<file path="config.mk">
export PLATFORM = sky130hd
export DESIGN_NAME = imm_encoder
export DESIGN_NICKNAME = d
export VERILOG_FILES = /design/src/rtl/imm_pkg.sv /design/src/rtl/imm_pack.sv /design/src/rtl/imm_encoder.sv
export SDC_FILE = /design/constraint.sdc
export NUM_CORES = 1
export LEC_CHECK = 0
export ABC_AREA = 1
export BUFFER_PORTS_ARGS = -buffer_cell sky130_fd_sc_hd__buf_2
export CORE_AREA = 2 2 106 134
export CTS_BUF_LIST = sky130_fd_sc_hd__clkbuf_4
export CTS_CLUSTER_DIAMETER = 150
export DETAILED_ROUTE_END_ITERATION = 10
export DIE_AREA = 0 0 108 136
export PLACE_DENSITY_LB_ADDON = 0.05
export SYNTH_ARGS = -nofsm -noshare
export SYNTH_HDL_FRONTEND = slang
export SYNTH_HIERARCHICAL = 1
export SYNTH_SLANG_ARGS = --single-unit
</file>
<file path="constraint.sdc">
create_clock -name clk -period 3.24 [get_ports clk]
set_input_delay 0 -clock clk [delete_from_list [all_inputs] [get_ports clk]]
set_output_delay 0 -clock clk [all_outputs]
set_load 0.01 [all_outputs]
</file>
<file path="src/rtl/imm_pkg.sv">
// ---------------------------------------------------------------------------
// imm_pkg
// Shared definitions for immediate packing. The ImmSrc codes match the ones
// used by the decode-side immediate extraction, so both directions agree on
// format numbering.
//   - IMM_* : ImmSrc format codes (110/111 are illegal)
//   - *_LSB : bit positions of the immediate fields in the instruction word
//   - fifo_entry_t : one queued output word (encoded instruction + error flag)
// ---------------------------------------------------------------------------
package imm_pkg;

  localparam logic [2:0] IMM_I   = 3'b000;
  localparam logic [2:0] IMM_S   = 3'b001;
  localparam logic [2:0] IMM_B   = 3'b010;
  localparam logic [2:0] IMM_J   = 3'b011;
  localparam logic [2:0] IMM_U   = 3'b100;
  localparam logic [2:0] IMM_CSR = 3'b101;

  // Instruction-word positions of the immediate fields.
  localparam int I_LSB     = 20;  // I: [31:20]
  localparam int S_HI_LSB  = 25;  // S/B upper field starts here
  localparam int S_LO_LSB  = 7;   // S: [11:7], B: [11:8] + bit 7
  localparam int B_BIT11   = 7;   // B: imm[11] lives in bit 7
  localparam int J_BIT11   = 20;  // J: imm[11] lives in bit 20
  localparam int J_LO_LSB  = 21;  // J: imm[10:1] in [30:21]
  localparam int U_LSB     = 12;  // U: [31:12]; J: imm[19:12] in [19:12]
  localparam int CSR_LSB   = 15;  // CSR-imm: [19:15] (the rs1 slot)

  typedef struct packed {
    logic        err;
    logic [31:0] instr;
  } fifo_entry_t;

endpackage

</file>
<file path="src/rtl/imm_pack.sv">
// ---------------------------------------------------------------------------
// imm_pack
// Purely combinational: scatters an immediate into the RISC-V encoding
// positions of the selected format on top of an instruction template.
// Template bits outside the immediate field pass through unchanged.
// Ports:
//   imm_src [2:0]  format code (imm_pkg::IMM_*); 110/111 flag err
//   base   [31:0]  instruction template
//   imm    [31:0]  immediate (two's complement, zero-extended for CSR-imm)
//   instr  [31:0]  packed instruction word
//   err            illegal format, or (with IMM_RANGE_CHECK_EN defined)
//                  an immediate that the format cannot represent exactly.
// Build option: IMM_RANGE_CHECK_EN enables the representability check. The
// word is always packed by truncation either way.
// ---------------------------------------------------------------------------
module imm_pack
  import imm_pkg::*;
(
  input  logic [2:0]  imm_src,
  input  logic [31:0] base,
  input  logic [31:0] imm,
  output logic [31:0] instr,
  output logic        err
);

  logic illegal;
  logic range_err;

  always_comb begin
    // NOTE: every output gets a default before the case so no path leaves
    // it unassigned; that is what keeps this block free of inferred latches.
    instr   = base;
    illegal = 1'b0;
    unique case (imm_src)
      IMM_I: instr[31:I_LSB] = imm[11:0];
      IMM_S: begin
        instr[31:S_HI_LSB]         = imm[11:5];
        instr[S_LO_LSB+4:S_LO_LSB] = imm[4:0];
      end
      IMM_B: begin
        instr[31]                    = imm[12];
        instr[30:S_HI_LSB]           = imm[10:5];
        instr[S_LO_LSB+4:S_LO_LSB+1] = imm[4:1];
        instr[B_BIT11]               = imm[11];
      end
      IMM_J: begin
        instr[31]             = imm[20];
        instr[30:J_LO_LSB]    = imm[10:1];
        instr[J_BIT11]        = imm[11];
        instr[19:U_LSB]       = imm[19:12];
      end
      IMM_U:   instr[31:U_LSB]           = imm[31:U_LSB];
      IMM_CSR: instr[CSR_LSB+4:CSR_LSB]  = imm[4:0];
      default: illegal = 1'b1;
    endcase
  end

`ifdef IMM_RANGE_CHECK_EN
  // Sign-extension checks: the bits above the field's top bit must all be
  // copies of it, and branch/jump offsets must be halfword aligned.
  always_comb begin
    range_err = 1'b0;
    unique case (imm_src)
      IMM_I, IMM_S: range_err = !((&imm[31:11]) || !(|imm[31:11]));
      IMM_B:        range_err = imm[0] || !((&imm[31:12]) || !(|imm[31:12]));
      IMM_J:        range_err = imm[0] || !((&imm[31:20]) || !(|imm[31:20]));
      IMM_U:        range_err = |imm[11:0];
      IMM_CSR:      range_err = |imm[31:5];
      default:      range_err = 1'b0;
    endcase
  end
`else
  assign range_err = 1'b0;
`endif

  assign err = illegal | range_err;

endmodule

</file>
<file path="src/rtl/imm_encoder.sv">
// ---------------------------------------------------------------------------
// imm_encoder
// Packs immediates into instruction templates (via imm_pack) and queues the
// results in a first-word-fall-through FIFO for the debug program buffer /
// instruction-injection path.
// Ports:
//   clk, reset        clock; asynchronous active-high reset
//   in_valid/in_ready request handshake; in_ready = !full (registered state)
//   in_ImmSrc [2:0]   format code
//   in_base   [31:0]  instruction template
//   in_imm    [31:0]  immediate
//   out_valid/out_ready  head handshake
//   out_instr [31:0], out_err   head entry
//   out_level         occupancy, 0..DEPTH
// Parameter: DEPTH (power of two, >= 2).
// Build option: IMM_RANGE_CHECK_EN (see imm_pack).
// ---------------------------------------------------------------------------
module imm_encoder
  import imm_pkg::*;
#(
  parameter int DEPTH = 4
) (
  input  logic                     clk,
  input  logic                     reset,
  input  logic                     in_valid,
  output logic                     in_ready,
  input  logic [2:0]               in_ImmSrc,
  input  logic [31:0]              in_base,
  input  logic [31:0]              in_imm,
  output logic                     out_valid,
  input  logic                     out_ready,
  output logic [31:0]              out_instr,
  output logic                     out_err,
  output logic [$clog2(DEPTH):0]   out_level
);

  localparam int AW = $clog2(DEPTH);
  localparam int PW = AW + 1;

  logic [31:0] packed_instr;
  logic        packed_err;

  imm_pack u_pack (
    .imm_src (in_ImmSrc),
    .base    (in_base),
    .imm     (in_imm),
    .instr   (packed_instr),
    .err     (packed_err)
  );

  // One extra pointer bit distinguishes full from empty when the index bits
  // are equal.
  logic [PW-1:0] wr_ptr, rd_ptr;
  fifo_entry_t   mem [DEPTH];
  fifo_entry_t   head;
  logic          full, empty, push, pop;

  assign full  = (wr_ptr[AW] != rd_ptr[AW]) && (wr_ptr[AW-1:0] == rd_ptr[AW-1:0]);
  assign empty = (wr_ptr == rd_ptr);
  assign push  = in_valid && !full;
  assign pop   = !empty && out_ready;

  always_ff @(posedge clk or posedge reset) begin
    // NOTE: state registers use non-blocking assignments so every flop
    // samples pre-edge values regardless of statement order.
    if (reset) begin
      wr_ptr <= '0;
      rd_ptr <= '0;
    end else begin
      if (push) wr_ptr <= wr_ptr + 1'b1;
      if (pop)  rd_ptr <= rd_ptr + 1'b1;
    end
  end

  // NOTE: storage has no reset; an entry is only observed after it has been
  // written, and leaving it out keeps the array mappable to plain RAM/flops
  // without a reset tree.
  always_ff @(posedge clk) begin
    if (push) mem[wr_ptr[AW-1:0]] <= '{err: packed_err, instr: packed_instr};
  end

  assign head      = mem[rd_ptr[AW-1:0]];
  assign out_instr = head.instr;
  assign out_err   = head.err;
  assign out_valid = !empty;
  assign in_ready  = !full;
  assign out_level = wr_ptr - rd_ptr;

endmodule
</file>
==> results of run 1 <==
cells by family after synthesis:
family / count (synthesis) / synth area share
flip-flops: 138 / 0.634
AND/OR/NAND/NOR: 186 / 0.165
adder cells (fa/ha/maj): 8 / 0.0166
AO/OA/AOI/OAI: 114 / 0.124
buffers and inverters: 61 / 0.0578
XOR/XNOR: 2 / 0.00270
worst min path at each step:
stage	startpoint	to	slack [ps]	cells after the start
2_1_floorplan	reset	rd_ptr[0]	-210	1
3_3_place_gp	reset	wr_ptr[2]	-70	2
3_5_place_dp	reset	rd_ptr[2]	-70	2
4_1_cts	in_imm[31]	mem[1][31]	0.3	5
5_1_grt	in_imm[1]	mem[0][8]	20	3
6_report	in_imm[31]	mem[1][31]	60	5
worst max-delay path: stages, from the launching register on:
cell	delay, ps
dfrtp_2	370
buf_4	560
inv_4	430
buf_4	350
o21ai_0	250
o22ai_2	90
buf_2	150
cell type report:
cell class,instances,area [sq um]
fill,1156,5620
sequential,138,4120
multi-input combinational,310,2030
timing repair buffer,176,1210
tap,175,219
clock buffer,21,158
inverter,28,110
clock inverter,7,55.1
antenna,1,2.50
report_power, final:
group / switching [mW] / leakage [nW] / internal, mW
logic: 1.77 / 1.64 / 0.995
registers: 0.128 / 1.28 / 2.41
clock network: 0.536 / 0.125 / 0.386
Yosys cell counts (all sizes together):
cell and n:
buf 28, nor2 93, nor3b 1, edfxtp 132
nand2 52, a21oi 6, xor2 2, inv 28
o22ai 37, nand3 29, o21ai 71, nand4 9
ha 7, clkbuf 5, nor3 2, fa 1
dfrtp 6
state kept, by name (all words and copies together), names as in the netlist:
| name | cells |
|---|---|
| mem | 132 |
| rd_ptr | 3 |
| wr_ptr | 3 |
per-layer routing:
layer | up-vias | wire length [um]
met5 | - | 0
met4 | 0 | 184
met3 | 10 | 590
met2 | 121 | 7590
met1 | 2153 | 6040
li1 | 2162 | -
timing repair:
action	4_1_cts	5_1_grt
gates resized for setup	0	0
endpoints found under the hold margin	140	0
hold buffers	58	0
==> results by group, run 1 <==
Run status
  • Status: finished clean

Place
  • Area after DPL: 7100 sq um
  • Setup WS pre-CTS: around 950 ps
  • Post-DP HPWL: between 9000 and 10000 um
  • Global placement routability congestion: 0.772
  • Dpl cells: 769
  • Port bufs: 108

Timing
  • Setup total negative slack: 0 ps
  • WHS: about 61 ps
  • Peak Freq: 364 MHz
  • Period Utilization, post-route: 0.847
  • Slew margin rel.: 0.525
  • Final setup fails: 0
  • Slew @ Worst Pin: 713 ps
  • RSZ-0062 raised after global routing: no
  • Skew final: around 13 ps
  • Final worst setup slack: 496 ps
  • Final Hold Fails: 0
  • Post-layout min period: 2740 ps
  • Max-slew violations: 0

Global routing
  • Met1 GRT Util: 0.247
  • First-pass GRT wire length: 22600 um
  • GRT Total Usage: 0.207
  • Met2 track utilization from global routing: 0.368
  • GRT Max-Usage Layer: met2
  • Met3 GRT Util: 0.0513
  • Vias in the first global route: 4336
  • Initial antenna violation count: 1
  • Pin count of the biggest net entering global routing: 70
  • GRT overflow: 0

Route
  • DRT Pass-1 Iters: 5
  • DR vias/cell: 5.19
  • DRC Markers: 0
  • 1st-iter DRT viols: ~210
  • Vias: between 4000 and 5000
  • Antenna-violating nets left: 0
  • Routed WL: 14400 um
  • WL/cell: 16.8 um

Critical path
  • Crit path DAT: approximately 2700 ps
  • Reg2reg end: mem[1][12]
  • CP Capture Type: output pin
  • Register-to-register path setup slack: 970 ps
  • Crit path launch type: register
  • Critical path class: register to output pin
  • Worst setup path startpoint: rd_ptr[0]
  • R2R depth: 8
  • Reg2reg start: wr_ptr[0]
  • Worst-path maximum fanout: 69
  • Worst Setup EP: out_instr[9]
  • Req. time, crit path: ~3200 ps

Cells and area
  • Non-Filler Instances: 856
  • Syn-to-layout area delta: 21.6%
  • Layout Nets: 750
  • Commonest non-fill, non-tap cell in the layout: edfxtp_1
  • Share of layout cells above drive strength 1: 0.334
  • Final instance area: 7890 sq um
  • Layout Utilization: 0.584
  • Most frequent cells in the layout: 132 x edfxtp_1, 108 x buf_2, 59 x nor2_1

Yosys
  • Mapped cell area: 6490 sq um
  • Yosys cell types: 33
  • Synth top area cells: edfxtp_1 61%, o22ai_2 5.8%, nor2_4 5.0%
  • Synth area leader: edfxtp_1
  • Cells after Synth: 509
  • Synth warn: 6
  • FF+latch count, synth: 138
  • Syn avg cell area: 12.8 sq um
  • Synth Net Count: 588
  • Post-synth top area share: 0.611
  • Register area share after synthesis: 0.634

Clocking
  • CTS tree: done
  • Setup Buffers After CTS: 0
  • Clk slew on worst S/H paths: 100 ps
  • Clock sink count: about 140
  • Clk buf depth: 2
  • CTS buffer count: 17
  • H-tree depth: 4
  • Worst-skew pair later-pin latency: 500 ps
  • CTS root buf: clkbuf_4

Die
  • Die area: 14700 sq um
  • Core Area: 13500 sq um
  • Die H: 136 um
  • Starting density of the core: 0.480
  • Die W: roughly 110 um
  • Row count: 48
  • IO Count: 109

Pwr
  • Pwr dens: 789 nW/um^2
  • Post-layout power: between 6 and 7 mW
  • Pleak: 3.04 nW
  • Peak supply drop: roughly 0.55 mV

Min path
  • HP Class: primary input to register

Flow run
  • Max-cap check violation count: 0
Power figures use the tool's default switching activity.
==> run 2, diff against run 1 <==
==> constraint.sdc (replaced) <==
create_clock -name clk -period 2.2 [get_ports clk]
set_input_delay 0 -clock clk [delete_from_list [all_inputs] [get_ports clk]]
set_output_delay 0 -clock clk [all_outputs]
set_load 0.01 [all_outputs]
==> run 2 against run 1 <==
Effect of this change: flip-flop and latch count unchanged; setup slack worse by 290 ps; first-iteration DRC count grew 23%; hold slack about the same; wire length increased by 0.79%; clock-buffer cell count shrank 3; clock power grew 120%; cell area increased by 3.6%; register-to-register slack worse by 670 ps; power up 60%; clock skew up 2.2 ps.
==> results by group, run 2 (synthesis results as in run 1) <==
Pwr
  • Post-layout power: 9.99 mW (+60%)
  • Pwr dens: 1220 nW/um^2 (+55%)
  • Pleak: 3.14 nW (+3.2%)
  • Peak supply drop: 0.769 mV (+40%)

Die
  • Die H: 136 um (unchanged)
  • IO Count: 109 (unchanged)
  • Row count: 48 (unchanged)
  • Starting density of the core: 0.480 (unchanged)
  • Core Area: 13500 sq um (unchanged)
  • Die area: 14700 sq um (unchanged)
  • Die W: 108 um (unchanged)

Route
  • Vias: 4474 (+0.63%)
  • 1st-iter DRT viols: 254 (+23%)
  • DRC Markers: 0 (unchanged)
  • WL/cell: 16.8 um (-0.37%)
  • Routed WL: 14500 um (+0.79%)
  • Antenna-violating nets left: 0 (unchanged)
  • DRT Pass-1 Iters: 4 (-1)
  • DR vias/cell: 5.17 (-0.53%)

Cells and area
  • Final instance area: 8180 sq um (+3.6%)
  • Syn-to-layout area delta: 25.9%
  • Share of layout cells above drive strength 1: 0.343 (+0.00965)
  • Most frequent cells in the layout: 132 x edfxtp_1, 108 x buf_2, 62 x dlygate4sd3_1
  • Non-Filler Instances: 866 (+1.2%)
  • Largest register FFs: 132 (unchanged)
  • FF/Latch Area: 4120 sq um (about the same)
  • Commonest non-fill, non-tap cell in the layout: edfxtp_1
  • Layout Nets: 756 (+0.80%)
  • Fillers: 1120 (-3.1%)
  • Area occupied by multi-input gates: 2040 sq um (+0.62%)

Place
  • Dpl cells: 771 (+0.26%)
  • Port bufs: 108 (unchanged)
  • Area after DPL: 7180 sq um (+1.2%)
  • Global placement routability congestion: 0.774 (+0.26%)
  • Post-DP HPWL: 8980 um (-3.7%)

Critical path
  • Critical path class: register to output pin
  • CP Capture Type: output pin
  • Req. time, crit path: 2200 ps (-1040 ps)
  • Worst-path maximum fanout: 25 (-64%)
  • Crit path launch type: register
  • Crit path DAT: 1990 ps (-750 ps)

Global routing
  • First-pass GRT wire length: 22400 um (-0.98%)
  • Initial antenna violation count: 1 (unchanged)
  • Pin count of the biggest net entering global routing: 69 (-1.4%)
  • GRT overflow: 0 (unchanged)
  • GRT Total Usage: 0.206 (-0.00123)
  • Vias in the first global route: 4428 (+2.1%)

Run status
  • Status: finished clean

Timing
  • Slew margin rel.: 0.669 (+0.144)
  • RSZ-0062 raised after global routing: no
  • Skew final: 15.2 ps (+2.17 ps)
  • WHS: 61.1 ps (+0.179 ps)
  • Post-layout min period: between 1500 and 2000 ps
  • Max-slew violations: 0 (unchanged)
  • Final setup fails: 0 (unchanged)
  • Slew @ Worst Pin: 497 ps (-216 ps)
  • Period Utilization, post-route: 0.905
  • Final Hold Fails: 0 (unchanged)
  • Peak Freq: 502 MHz

Clocking
  • Clk slew on worst S/H paths: 110 ps (about the same)
  • H-tree depth: 4 (unchanged)
  • Clock sink count: 138 (unchanged)
  • Clk buf depth: 2 (unchanged)
  • CTS tree: done
  • CTS root buf: clkbuf_4
  • CTS buffer count: 17 (unchanged)
  • Worst-skew pair later-pin latency: 520 ps (+20 ps)
  • Setup Buffers After CTS: 0 (unchanged)

Flow run
  • Max-cap check violation count: 0 (unchanged)

Min path
  • HP Class: primary input to register
[run 2: cell count changes in the layout (fill, tap and decap cells not counted), sizes merged]
cell,delta
clkbuf,-3
clkinvlp,+3
bufinv,+5
dlygate4sd3,+4
inv,-1
buf,+2
[run 2: path summary, 6_finish.rpt]
kind	start	endpoint	slack, ps	cells past startpoint
setup / recovery	rd_ptr[0]	out_instr[29]	210	5
hold / removal	in_imm[2]	mem[2][9]	60	3
setup reg to reg	wr_ptr[0]	mem[0][20]	300	8
max in group asynchronous	reset	rd_ptr[0]	1470	4
min in group asynchronous	reset	rd_ptr[2]	500	4
hold reg to reg	wr_ptr[2]	wr_ptr[2]	560	2
[run 2: final cells by class]
cell class | count | share of cell area
clock inverters | 14 | 0.0277
flip-flops and latches | 138 | 0.504
well taps | 175 | 0.0268
clock buffers | 18 | 0.0165
repair buffers | 182 | 0.162
inverters | 28 | 0.0142
diodes | 1 | 0.000306
multi-input cells | 310 | 0.249
[run 2: what timing repair did]
action	CTS	global route
hold buffers	62	0
pin swaps	0	0
endpoints found under the setup margin	3	32
resized for setup	0	3
endpoints found under the hold margin	140	0
[run 2: power breakdown]
group          total (mW)  leakage, nW  switching [mW]  internal (mW)
logic                4.24         1.67            2.67           1.57
registers            3.75         1.28           0.199           3.55
clock network        2.00        0.187           0.865           1.13
total                9.99         3.14            3.73           6.26
[run 2: layer usage]
metal | track usage | up-vias | wire, um
met1 | 0.238 | 2163 | 5970
met3 | 0.0484 | 14 | 603
met2 | 0.374 | 123 | 7790
met5 | 0 | - | 0
li1 | - | 2174 | -
met4 | 0.0662 | 0 | 153
[run 2: critical path, cell delays in order (launching register included)]
cell and delay [ps]:
dfrtp_2 460, inv_6 280, buf_4 300, o21ai_0 130, o22ai_2 140, buf_2 160
[run 2: metrics by stage]
stage	setup WS (ps)	util	TNS (ps)
finish	209	0.605	0
global route	50.9	0.605	0
CTS	-12.1	0.604	-28.7
detailed placement	312	0.531	0
global placement	362	0.531	0
floorplan	20.0	-	0
